==> config.mk <==
export PLATFORM = sky130hd
export DESIGN_NAME = cfg_chain_loader_flat
export DESIGN_NICKNAME = d
export VERILOG_FILES = /design/src/rtl/cfg_chain_loader_if.sv /design/src/rtl/cfg_chain_loader.sv /design/src/flat_wrapper.sv
export SDC_FILE = /design/constraint.sdc
export NUM_CORES = 1
export LEC_CHECK = 0
export ABC_AREA = 1
export CORE_ASPECT_RATIO = 2
export CORE_MARGIN = 1.5
export CORE_UTILIZATION = 50
export CTS_BUF_LIST = sky130_fd_sc_hd__clkbuf_8
export DETAILED_ROUTE_END_ITERATION = 10
export PLACE_DENSITY_LB_ADDON = 0.08
export REMOVE_ABC_BUFFERS = 1
export SYNTH_ARGS = -nofsm -noshare
export SYNTH_HDL_FRONTEND = slang
export SYNTH_SLANG_ARGS = --single-unit
export TNS_END_PERCENT = 10
==> constraint.sdc <==
create_clock -name clk -period 2.9 [get_ports clk]
set_clock_uncertainty 0.2 [all_clocks]
set_input_delay 0.87 -clock clk [delete_from_list [all_inputs] [get_ports clk]]
set_output_delay 0.87 -clock clk [all_outputs]
set_load 0.02 [all_outputs]
==> src/rtl/cfg_chain_loader_if.sv <==
// Word-stream handshake into cfg_chain_loader: the source (master) drives data/valid,
// and the loader (slave) returns ready.
interface cfg_chain_loader_if #(
  parameter int unsigned WORD_W = 8
);
  logic [WORD_W-1:0] in_data;
  logic              in_valid;
  logic              in_ready;

  modport master (output in_data, output in_valid, input in_ready);
  modport slave  (input in_data, input in_valid, output in_ready);
endinterface

==> src/rtl/cfg_chain_loader.sv <==
// Serialises a packed word bitstream, MSB first, into NUM_CHAINS daisy-chained config chains.
// Define CFG_CRC_EN to also check a CRC-16/CCITT trailer that follows the payload.
module cfg_chain_loader #(
  parameter int unsigned NUM_CHAINS = 3,
  parameter int unsigned CHAIN_LEN  = 64,
  parameter int unsigned WORD_W     = 8
) (
  input  logic                  clk,
  input  logic                  reset,
  input  logic                  start,
  input  logic                  abort,
  cfg_chain_loader_if.slave     bus,
  output logic                  prgm_b,
  output logic [NUM_CHAINS-1:0] chain_en,
  output logic [NUM_CHAINS-1:0] chain_bit,
  output logic                  busy,
  output logic                  done,
  output logic                  err
);
  localparam int unsigned IDX_W  = (NUM_CHAINS > 1) ? $clog2(NUM_CHAINS) : 1;
  localparam int unsigned BIT_W  = (CHAIN_LEN > 1) ? $clog2(CHAIN_LEN) : 1;
  localparam int unsigned WCNT_W = $clog2(WORD_W + 1);

  typedef enum logic [1:0] {
    IDLE,
    LOAD,
`ifdef CFG_CRC_EN
    CRC,
`endif
    DONE
  } state_t;

  state_t              state;
  logic [WORD_W-1:0]   wbuf;
  logic [WCNT_W-1:0]   wcnt;
  logic [IDX_W-1:0]    chain_idx;
  logic [BIT_W-1:0]    bit_cnt;
  logic                fin;
  logic                accept;
  logic                cur_bit;

`ifdef CFG_CRC_EN
  localparam int unsigned CRC_WORDS = 16 / WORD_W;

  logic [15:0] crc;
  logic [15:0] rx;
  logic [15:0] rx_next;
  logic        rx_cnt;

  function automatic logic [15:0] crc_step(input logic [15:0] c, input logic b);
    crc_step = {c[14:0], 1'b0} ^ ((c[15] ^ b) ? 16'h1021 : 16'h0000);
  endfunction

  assign rx_next      = 16'({rx, bus.in_data});
  assign bus.in_ready = (state == LOAD && wcnt == '0 && !fin) || state == CRC;
`else
  assign bus.in_ready = state == LOAD && wcnt == '0 && !fin;
`endif

  assign accept = bus.in_valid && bus.in_ready;
  // An accepted word bypasses the buffer so its MSB leaves on the accepting edge;
  // in_ready then only needs the buffer to be empty to sustain one bit per cycle.
  assign cur_bit = (wcnt != '0) ? wbuf[WORD_W-1] : bus.in_data[WORD_W-1];

  always_ff @(posedge clk) begin
    if (reset) begin
      state     <= IDLE;
      wbuf      <= '0;
      wcnt      <= '0;
      chain_idx <= '0;
      bit_cnt   <= '0;
      fin       <= 1'b0;
      prgm_b    <= 1'b0;
      chain_en  <= '0;
      chain_bit <= '0;
      busy      <= 1'b0;
      done      <= 1'b0;
      err       <= 1'b0;
`ifdef CFG_CRC_EN
      crc       <= '1;
      rx        <= '0;
      rx_cnt    <= 1'b0;
`endif
    end else begin
      chain_en  <= '0;
      chain_bit <= '0;
      case (state)
        IDLE, DONE: begin
          if (start) begin
            state     <= LOAD;
            prgm_b    <= 1'b1;
            busy      <= 1'b1;
            done      <= 1'b0;
            err       <= 1'b0;
            wbuf      <= '0;
            wcnt      <= '0;
            chain_idx <= '0;
            bit_cnt   <= '0;
            fin       <= 1'b0;
`ifdef CFG_CRC_EN
            crc       <= '1;
            rx        <= '0;
            rx_cnt    <= 1'b0;
`endif
          end
        end
        LOAD: begin
          if (abort) begin
            state  <= IDLE;
            err    <= 1'b1;
            prgm_b <= 1'b0;
            busy   <= 1'b0;
            done   <= 1'b0;
          end else if (fin) begin
            prgm_b <= 1'b0;
            wcnt   <= '0;
`ifdef CFG_CRC_EN
            state  <= CRC;
`else
            state  <= DONE;
            busy   <= 1'b0;
            done   <= 1'b1;
`endif
          end else if (wcnt != '0 || accept) begin
            chain_en  <= NUM_CHAINS'(1) << chain_idx;
            chain_bit <= NUM_CHAINS'(cur_bit) << chain_idx;
            if (wcnt != '0) begin
              wbuf <= wbuf << 1;
              wcnt <= wcnt - 1'b1;
            end else begin
              wbuf <= {bus.in_data[WORD_W-2:0], 1'b0};
              wcnt <= WCNT_W'(WORD_W - 1);
            end
`ifdef CFG_CRC_EN
            crc <= crc_step(crc, cur_bit);
`endif
            if (bit_cnt == BIT_W'(CHAIN_LEN - 1)) begin
              bit_cnt <= '0;
              if (chain_idx == IDX_W'(NUM_CHAINS - 1)) fin <= 1'b1;
              else                                     chain_idx <= chain_idx + 1'b1;
            end else begin
              bit_cnt <= bit_cnt + 1'b1;
            end
          end
        end
`ifdef CFG_CRC_EN
        CRC: begin
          if (abort) begin
            state <= IDLE;
            err   <= 1'b1;
            busy  <= 1'b0;
            done  <= 1'b0;
          end else if (accept) begin
            rx <= rx_next;
            if (rx_cnt == 1'(CRC_WORDS - 1)) begin
              state <= DONE;
              busy  <= 1'b0;
              done  <= 1'b1;
              err   <= (rx_next != crc);
            end else begin
              rx_cnt <= rx_cnt + 1'b1;
            end
          end
        end
`endif
        default: state <= IDLE;
      endcase
    end
  end
endmodule

==> src/flat_wrapper.sv <==
// flat-port wrapper written by rule: the top's interface ports become plain ports
module cfg_chain_loader_flat 
#(
  parameter int unsigned NUM_CHAINS = 3,
  parameter int unsigned CHAIN_LEN  = 64,
  parameter int unsigned WORD_W     = 8
)
  (clk, reset, start, abort, prgm_b, chain_en, chain_bit, busy, done, err, bus_in_data, bus_in_valid, bus_in_ready);
  cfg_chain_loader_if #(.WORD_W(WORD_W)) bus_i ();
  input  logic clk;
  input  logic reset;
  input  logic start;
  input  logic abort;
  output logic prgm_b;
  output logic [NUM_CHAINS-1:0] chain_en;
  output logic [NUM_CHAINS-1:0] chain_bit;
  output logic busy;
  output logic done;
  output logic err;
  input wire logic [$bits(bus_i.in_data)-1:0] bus_in_data;
  input wire logic [$bits(bus_i.in_valid)-1:0] bus_in_valid;
  output wire logic [$bits(bus_i.in_ready)-1:0] bus_in_ready;
  assign bus_i.in_data = bus_in_data;
  assign bus_i.in_valid = bus_in_valid;
  assign bus_in_ready = bus_i.in_ready;
  cfg_chain_loader #(.NUM_CHAINS(NUM_CHAINS), .CHAIN_LEN(CHAIN_LEN), .WORD_W(WORD_W)) u_core (.clk(clk), .reset(reset), .start(start), .abort(abort), .bus(bus_i), .prgm_b(prgm_b), .chain_en(chain_en), .chain_bit(chain_bit), .busy(busy), .done(done), .err(err));
endmodule
==> results.py, run 1 <==
metrics = {
    "timing": {
        "worst_hold_slack_ns": 0.2776,
        "max_freq_mhz": 379.9,
        "tightest_slew_ns": 0.3924,
        "grt_setup_unrepaired": "no",
        "finalSetupTns_ns": 0,
        "slew_headroom_pct": 73.81,
        "fin_crit_ns": 2.632,
        "min_period_over_period_pct": 90.77,
        "drv_slew": 0,
        "setup_viol": 0,
        "hold_violations": 0,
    },
    "power_and_ir_drop": {
        "p_int_w": 0.0008031,
        "swShare_pct": 28.23,
        "switchingPower_w": 0.0003158,
        "power_frac_clock_pct": 39.6,
        "max-vdd-ir-drop_v": 0.0004256,
        "p_leak_nw": 0.7533,
        "cellPowerDensity_nw_per_um2": 583.7,
        "seqPwrFrac_pct": 41.3,
        "p_comb_share_pct": 19.1,
    },
    "clocking": {
        "clk_pin_slew_ns": 0.07,
        "htree_levels": 2,
        "cts_resized": 1,
        "cts_buffers": 5,
        "insertion_delay_ns": 0.29,
        "cts_tree": "built",
        "clock_path_buffers": 2,
        "post-cts-setup-buffers": 0,
        "ctsHoldBuffers": 0,
        "cts_root_buf": "clkbuf_8",
        "clock-sinks": 31,
    },
    "placement": {
        "port_buffers": 23,
        "dp_hpwl_um": 2552,
        "gp_congestion": 0.8487,
        "placed_cell_area_um2": 1800,
    },
    "grt": {
        "grt_start_max_net_pins": 17,
        "grt_antenna_before_repair": 0,
        "grt_pass1_wl_um": 5934,
        "grt_pass1_vias": 1427,
        "grt.overflow.total": 0,
        "grt_usage_pct": 22.62,
    },
    "synthesis": {
        "synth_cell_types": 33,
        "synth_flop_cell": "dfxtp_1",
        "syn_area_per_cell_um2": 7.343,
        "ys_seq_elements": 31,
        "yosysMostFrequentCell": "nand2_1",
        "synth_seq_area_share_pct": 39.68,
        "synth_cells": 213,
        "yosys.area.top_type": "dfxtp_1",
        "synth_commonest_cells": "nand2_1, dfxtp_1, nor2_1",
        "synthTopCellsByArea": "dfxtp_1, nand2_1, nor2_1, a21oi_1, a21oi_2",
        "syn-cell-area_um2": 1564,
        "synth_top_area_share_pct": 39.68,
        "async_reset_ff_share_pct": 0,
        "synth_edf_count": 0,
        "synth_warnings": 0,
    },
    "layout": {
        "layout-drive-gt1-share_pct": 14.64,
        "fin_area_um2": 1917,
        "nNetsFinal": 254,
        "areaGrowthSynthToFinish_pct": 22.56,
        "diodes": 0,
        "fillers": 274,
    },
    "setup_path": {
        "required_ns": 1.83,
        "path_cells": "inv_1, ha_1, nand2_2, nor2_1, dlygate4sd2_1",
        "criticalPathCategory": "reg -> out",
        "cp.arrival_ns": 1.56,
        "startpoint_type": "register",
        "critPathMaxStageDelay_ns": 0.36,
        "critPathCaptureType": "output pin",
        "cp_max_fo": 10,
        "slowest_stage": "dfxtp_1",
    },
    "floorplanning": {
        "core_region_area_um2": 2978,
        "start_util_pct": 52.52,
        "row_count": 28,
        "boundaryPins": 24,
        "fp.dieH_um": 82.10,
        "die_x_um": 42.55,
        "die-area_um2": 3493,
    },
    "route": {
        "vias": 1442,
        "wl_per_cell_um": 12.74,
        "first_pass_iters": 4,
        "drtAntennaViolNets": 0,
        "wirelength_um": 3426,
        "via_per_inst": 5.361,
        "drt_iter0_drc": 34,
        "drc": 0,
    },
    "job": {
        "drv_cap": 0,
    },
    "run_status": {
        "status": "finished, final reports clean",
    },
    "min_path": {
        "hp-class": "reg -> reg",
    },
}
registers in the layout (all words and copies together) (netlist names):
signal and count:
u_core.chain_bit 3, u_core.wbuf 7, u_core.prgm_b 1, u_core.chain_idx 2
u_core.done 1, u_core.fin 1, u_core.wcnt 4, u_core.err 1
u_core.state 2, u_core.bit_cnt 6, u_core.chain_en 3
critical path, delay by kind of cell, from the launching register on:
kind	cells	cell delay [ns]
and+or+nand+nor	2	0.28
DFF	1	0.36
adders and majority gates	1	0.24
buffers and inverters	2	0.39
power groups by stage:
stage | registers [W] | clock network (W) | logic, W
after floorplan | 0.000472 | 0 | 0.000145
after global placement | 0.000471 | 0 | 0.000211
after detailed placement | 0.000472 | 0 | 0.000215
after CTS | 0.000462 | 0.000451 | 0.000217
after global routing | 0.000465 | 0.000465 | 0.000243
final | 0.000462 | 0.000443 | 0.000213
cell usage in the layout (no fill, tap or decap):
master / count
nor3_1: 3
o21ai_1: 5
nand3_4: 1
a31oi_1: 1
nor2_8: 1
clkdlybuf4s50_1: 22
inv_2: 1
bufinv_16: 1
nor2_2: 2
or2_1: 1
ha_1: 3
clkbuf_8: 6
o21ai_0: 7
dlygate4sd2_1: 1
buf_4: 1
inv_1: 18
dfxtp_1: 31
nand2_2: 4
or2_2: 2
nor3_2: 1
clkinv_2: 1
a21oi_2: 8
xnor2_1: 1
a21oi_1: 14
nand3_2: 2
nor2_1: 24
inv_4: 1
nand4_1: 4
nand2_1: 57
nand3b_1: 1
nand3_1: 7
nand2_4: 2
nor2_4: 1
o211ai_1: 1
o21bai_1: 3
logic make-up (layout without fill, tap and decap cells):
group                      count (synthesis)  count (layout)  synth area share (%)
buffers and inverters                     26              52                 7.439
AOI/OAI and AO/OA                         39              39                 15.12
DFF                                       31              31                 39.68
adders and majority gates                  3               3                 2.400
and+or+nand+nor                          113             113                 34.80
xor gates and xnor gates                   1               1                0.5601
worst paths after layout:
| kind | endpoint | startpoint | cells past startpoint | slack [ns] |
|---|---|---|---|---|
| setup / recovery | bus_in_ready | u_core.wcnt[0] | 5 | 0.27 |
| hold / removal | u_core.wbuf[7] | u_core.wbuf[7] | 2 | 0.28 |
| setup reg to reg | u_core.chain_bit[2] | u_core.wcnt[0] | 7 | 1.00 |
| hold reg to reg | u_core.wbuf[7] | u_core.wbuf[7] | 2 | 0.28 |
metrics by stage:
stage	cells	utilization [%]	total power, W	worst slack, ns
final	269	64.37	0.001119	0.2677
after global routing	269	64.37	0.001173	0.1830
after CTS	269	64.37	0.001130	0.2472
after detailed placement	261	60.46	0.0006873	0.3032
after global placement	261	60.46	0.0006812	0.3470
after floorplan	207	-	0.0006175	0.8023
final cells by class:
type | instances | area, µm² | share of cell area [%]
Clock buffer | 6 | 82.58 | 4.308
Timing Repair Buffer | 24 | 236.5 | 12.34
Sequential cell | 31 | 620.6 | 32.38
Tap cell | 30 | 37.54 | 1.958
Inverter | 20 | 77.57 | 4.047
Clock inverter | 2 | 35.03 | 1.828
Multi-Input combinational cell | 156 | 827.0 | 43.15
routing by layer:
layer	vias to the layer above	routed length, µm	GRT usage [%]
met5	-	0	0
met4	0	95	13.44
met3	8	111	4.783
met2	31	1931	43.54
met1	668	1287	21.14
li1	735	-	-
Note: power is estimated with default switching activity, not from simulation.
==> run 2, diff against run 1 <==
--- a/config.mk
+++ b/config.mk
@@ -7,10 +7,10 @@
 export LEC_CHECK = 0
 export ABC_AREA = 1
 export CORE_ASPECT_RATIO = 2
-export CORE_MARGIN = 1.5
-export CORE_UTILIZATION = 50
+export CORE_UTILIZATION = 55
 export CTS_BUF_LIST = sky130_fd_sc_hd__clkbuf_8
 export DETAILED_ROUTE_END_ITERATION = 10
+export GPL_TIMING_DRIVEN = 0
 export PLACE_DENSITY_LB_ADDON = 0.08
 export REMOVE_ABC_BUFFERS = 1
 export SYNTH_ARGS = -nofsm -noshare
==> run 2 against run 1 <==
Via count grew 1.0%. Wire length shrank 2.6%. Utilization grew 4.3 points. Hold slack lost 0.00097 ns. Count of clock-buffer cells in the layout is the same. Global-route usage grew 3.6 points. Maximum frequency shrank 1.1%. First-iteration DRC count grew 2.9%. Clock power shrank 24%. Sequential cell count is the same. Highest routed layer unchanged.
==> results.py, run 2 (same netlist as run 1, synthesis figures left out) <==
metrics = {
    "layout": {
        "layout_commonest_cell": "nand2_1",
        "top_register": "u_core.wbuf",
        "areaGrowthSynthToFinish_pct": 20.08,
        "fin_util_pct": 68.63,
        "layout-drive-gt1-share_pct": 13.92,
        "nNetsFinal": 253,
        "largestRegisters": "u_core.wbuf x7, u_core.bit_cnt x6, u_core.wcnt x4",
        "stdcell_count": 266,
        "largest_reg_flops": 7,
        "diodes": 0,
        "final_cell_mix": "nand2_1, dfxtp_1, nor2_1, clkdlybuf4s50_1, inv_1",
    },
    "timing": {
        "max_freq_mhz": 375.7,
        "finalSetupTns_ns": 0,
        "grt_setup_unrepaired": "no",
        "fin_crit_ns": 2.662,
        "drv_slew": 0,
        "min_period_over_period_pct": 91.78,
        "tightest_slew_ns": 0.7548,
        "slew_headroom_pct": 49.52,
        "hold_violations": 0,
        "setup_viol": 0,
    },
    "clocking": {
        "clock_path_buffers": 2,
        "post-cts-setup-buffers": 0,
        "clk_pin_slew_ns": 0.06,
        "ctsHoldBuffers": 0,
        "insertion_delay_ns": 0.28,
        "htree_levels": 2,
        "cts_buffers": 5,
        "cts_tree": "built",
        "cts_root_buf": "clkbuf_8",
        "clock-sinks": 31,
        "cts_resized": 1,
    },
    "floorplanning": {
        "row_count": 27,
        "fp.dieH_um": 77.42,
        "start_util_pct": 57.16,
        "die-area_um2": 3074,
        "die_x_um": 39.71,
        "core_region_area_um2": 2736,
        "boundaryPins": 24,
    },
    "grt": {
        "grt_pass1_vias": 1421,
        "grt.overflow.total": 0,
        "grt_start_max_net_pins": 17,
        "grt_usage_pct": 26.20,
        "grt_pass1_wl_um": 5796,
        "grt_antenna_before_repair": 0,
    },
    "setup_path": {
        "slowest_stage": "dlygate4sd2_1",
        "critPathMaxStageDelay_ns": 0.34,
        "required_ns": 1.83,
        "cp_max_fo": 10,
        "path_cells": "inv_1, ha_1, nand2_2, nor2_1, dlygate4sd2_1",
        "startpoint_type": "register",
        "startpoint": "u_core.wcnt[0]",
        "cp.arrival_ns": 1.59,
        "criticalPathCategory": "reg -> out",
        "r2r_start": "u_core.wcnt[0]",
        "critPathCaptureType": "output pin",
    },
    "route": {
        "via_per_inst": 5.477,
        "wl_per_cell_um": 12.55,
        "wirelength_um": 3338,
        "drt_iter0_drc": 35,
        "drtAntennaViolNets": 0,
        "first_pass_iters": 4,
        "drc": 0,
        "vias": 1457,
    },
    "power_and_ir_drop": {
        "p_comb_share_pct": 21.1,
        "max-vdd-ir-drop_v": 0.0004096,
        "swShare_pct": 29.94,
        "seqPwrFrac_pct": 45.5,
        "total_power_w": 0.001014,
        "p_int_w": 0.0007107,
        "cellPowerDensity_nw_per_um2": 540.2,
        "switchingPower_w": 0.0003037,
        "p_leak_nw": 0.7343,
        "power_frac_clock_pct": 33.3,
    },
    "min_path": {
        "hp-class": "reg -> reg",
        "hp-start": "u_core.wbuf[7]",
    },
    "placement": {
        "gp_congestion": 0.7528,
        "port_buffers": 23,
        "dp_hpwl_um": 2500,
        "dp.cells": 259,
    },
    "run_status": {
        "status": "finished, final reports clean",
    },
    "job": {
        "drv_cap": 0,
    },
}
[run 2: cell types whose count changed in the layout (fill, tap and decap cells not counted), sizes merged]
| cell | previous run | this run |
|---|---|---|
| buf | 1 | 0 |
| bufinv | 1 | 0 |
[run 2: layout make-up]
type	count	area, µm²
Fill cell	240	858.3
Multi-Input combinational cell	156	827.0
Sequential cell	31	620.6
Timing Repair Buffer	23	229.0
Clock buffer	6	82.58
Inverter	20	77.57
Tap cell	29	36.28
Clock inverter	1	5.005
[run 2: final timing paths]
kind	end	slack (ns)	depth (start not counted)
worst max-delay path	bus_in_ready	0.24	5
worst min-delay path	u_core.wbuf[7]	0.28	2
worst max register to register	u_core.wcnt[2]	1.01	9
worst min register to register	u_core.wbuf[7]	0.28	2
[run 2: per-layer routing]
metal / up-vias / GRT usage [%] / share of wire (%)
li1: 733 / - / -
met1: 691 / 27.12 / 39
met2: 25 / 46.39 / 57
met3: 8 / 6.000 / 2.3
met4: 0 / 10.34 / 2.2
met5: - / 0 / 0
[run 2: power by group through the flow]
| stage | combinational (W) | sequential (W) | clock [W] |
|---|---|---|---|
| 4_1_cts | 0.000217 | 0.000462 | 0.000346 |
| 6_report | 0.000214 | 0.000462 | 0.000338 |
| 5_1_grt | 0.000240 | 0.000465 | 0.000362 |
| 3_5_place_dp | 0.000216 | 0.000471 | 0 |
| 2_1_floorplan | 0.000145 | 0.000472 | 0 |
| 3_3_place_gp | 0.000207 | 0.000470 | 0 |
[run 2: worst max-delay path: cells and delay by family (launching register included)]
kind | cells | cell delay [ns]
buffers and inverters | 2 | 0.41
and+or+nand+nor | 2 | 0.34
DFF | 1 | 0.32
adders and majority gates | 1 | 0.24
[run 2: through the flow]
stage,cell area [µm²],hold slack [ns],setup slack [ns]
3_5_place_dp,1792,0.2629,0.005156
5_1_grt,1878,0.3013,0.1278
4_1_cts,1878,0.2770,0.2118
3_3_place_gp,1792,0.2515,0.07387
2_1_floorplan,1525,0.2336,0.8023
6_report,1878,0.2766,0.2383
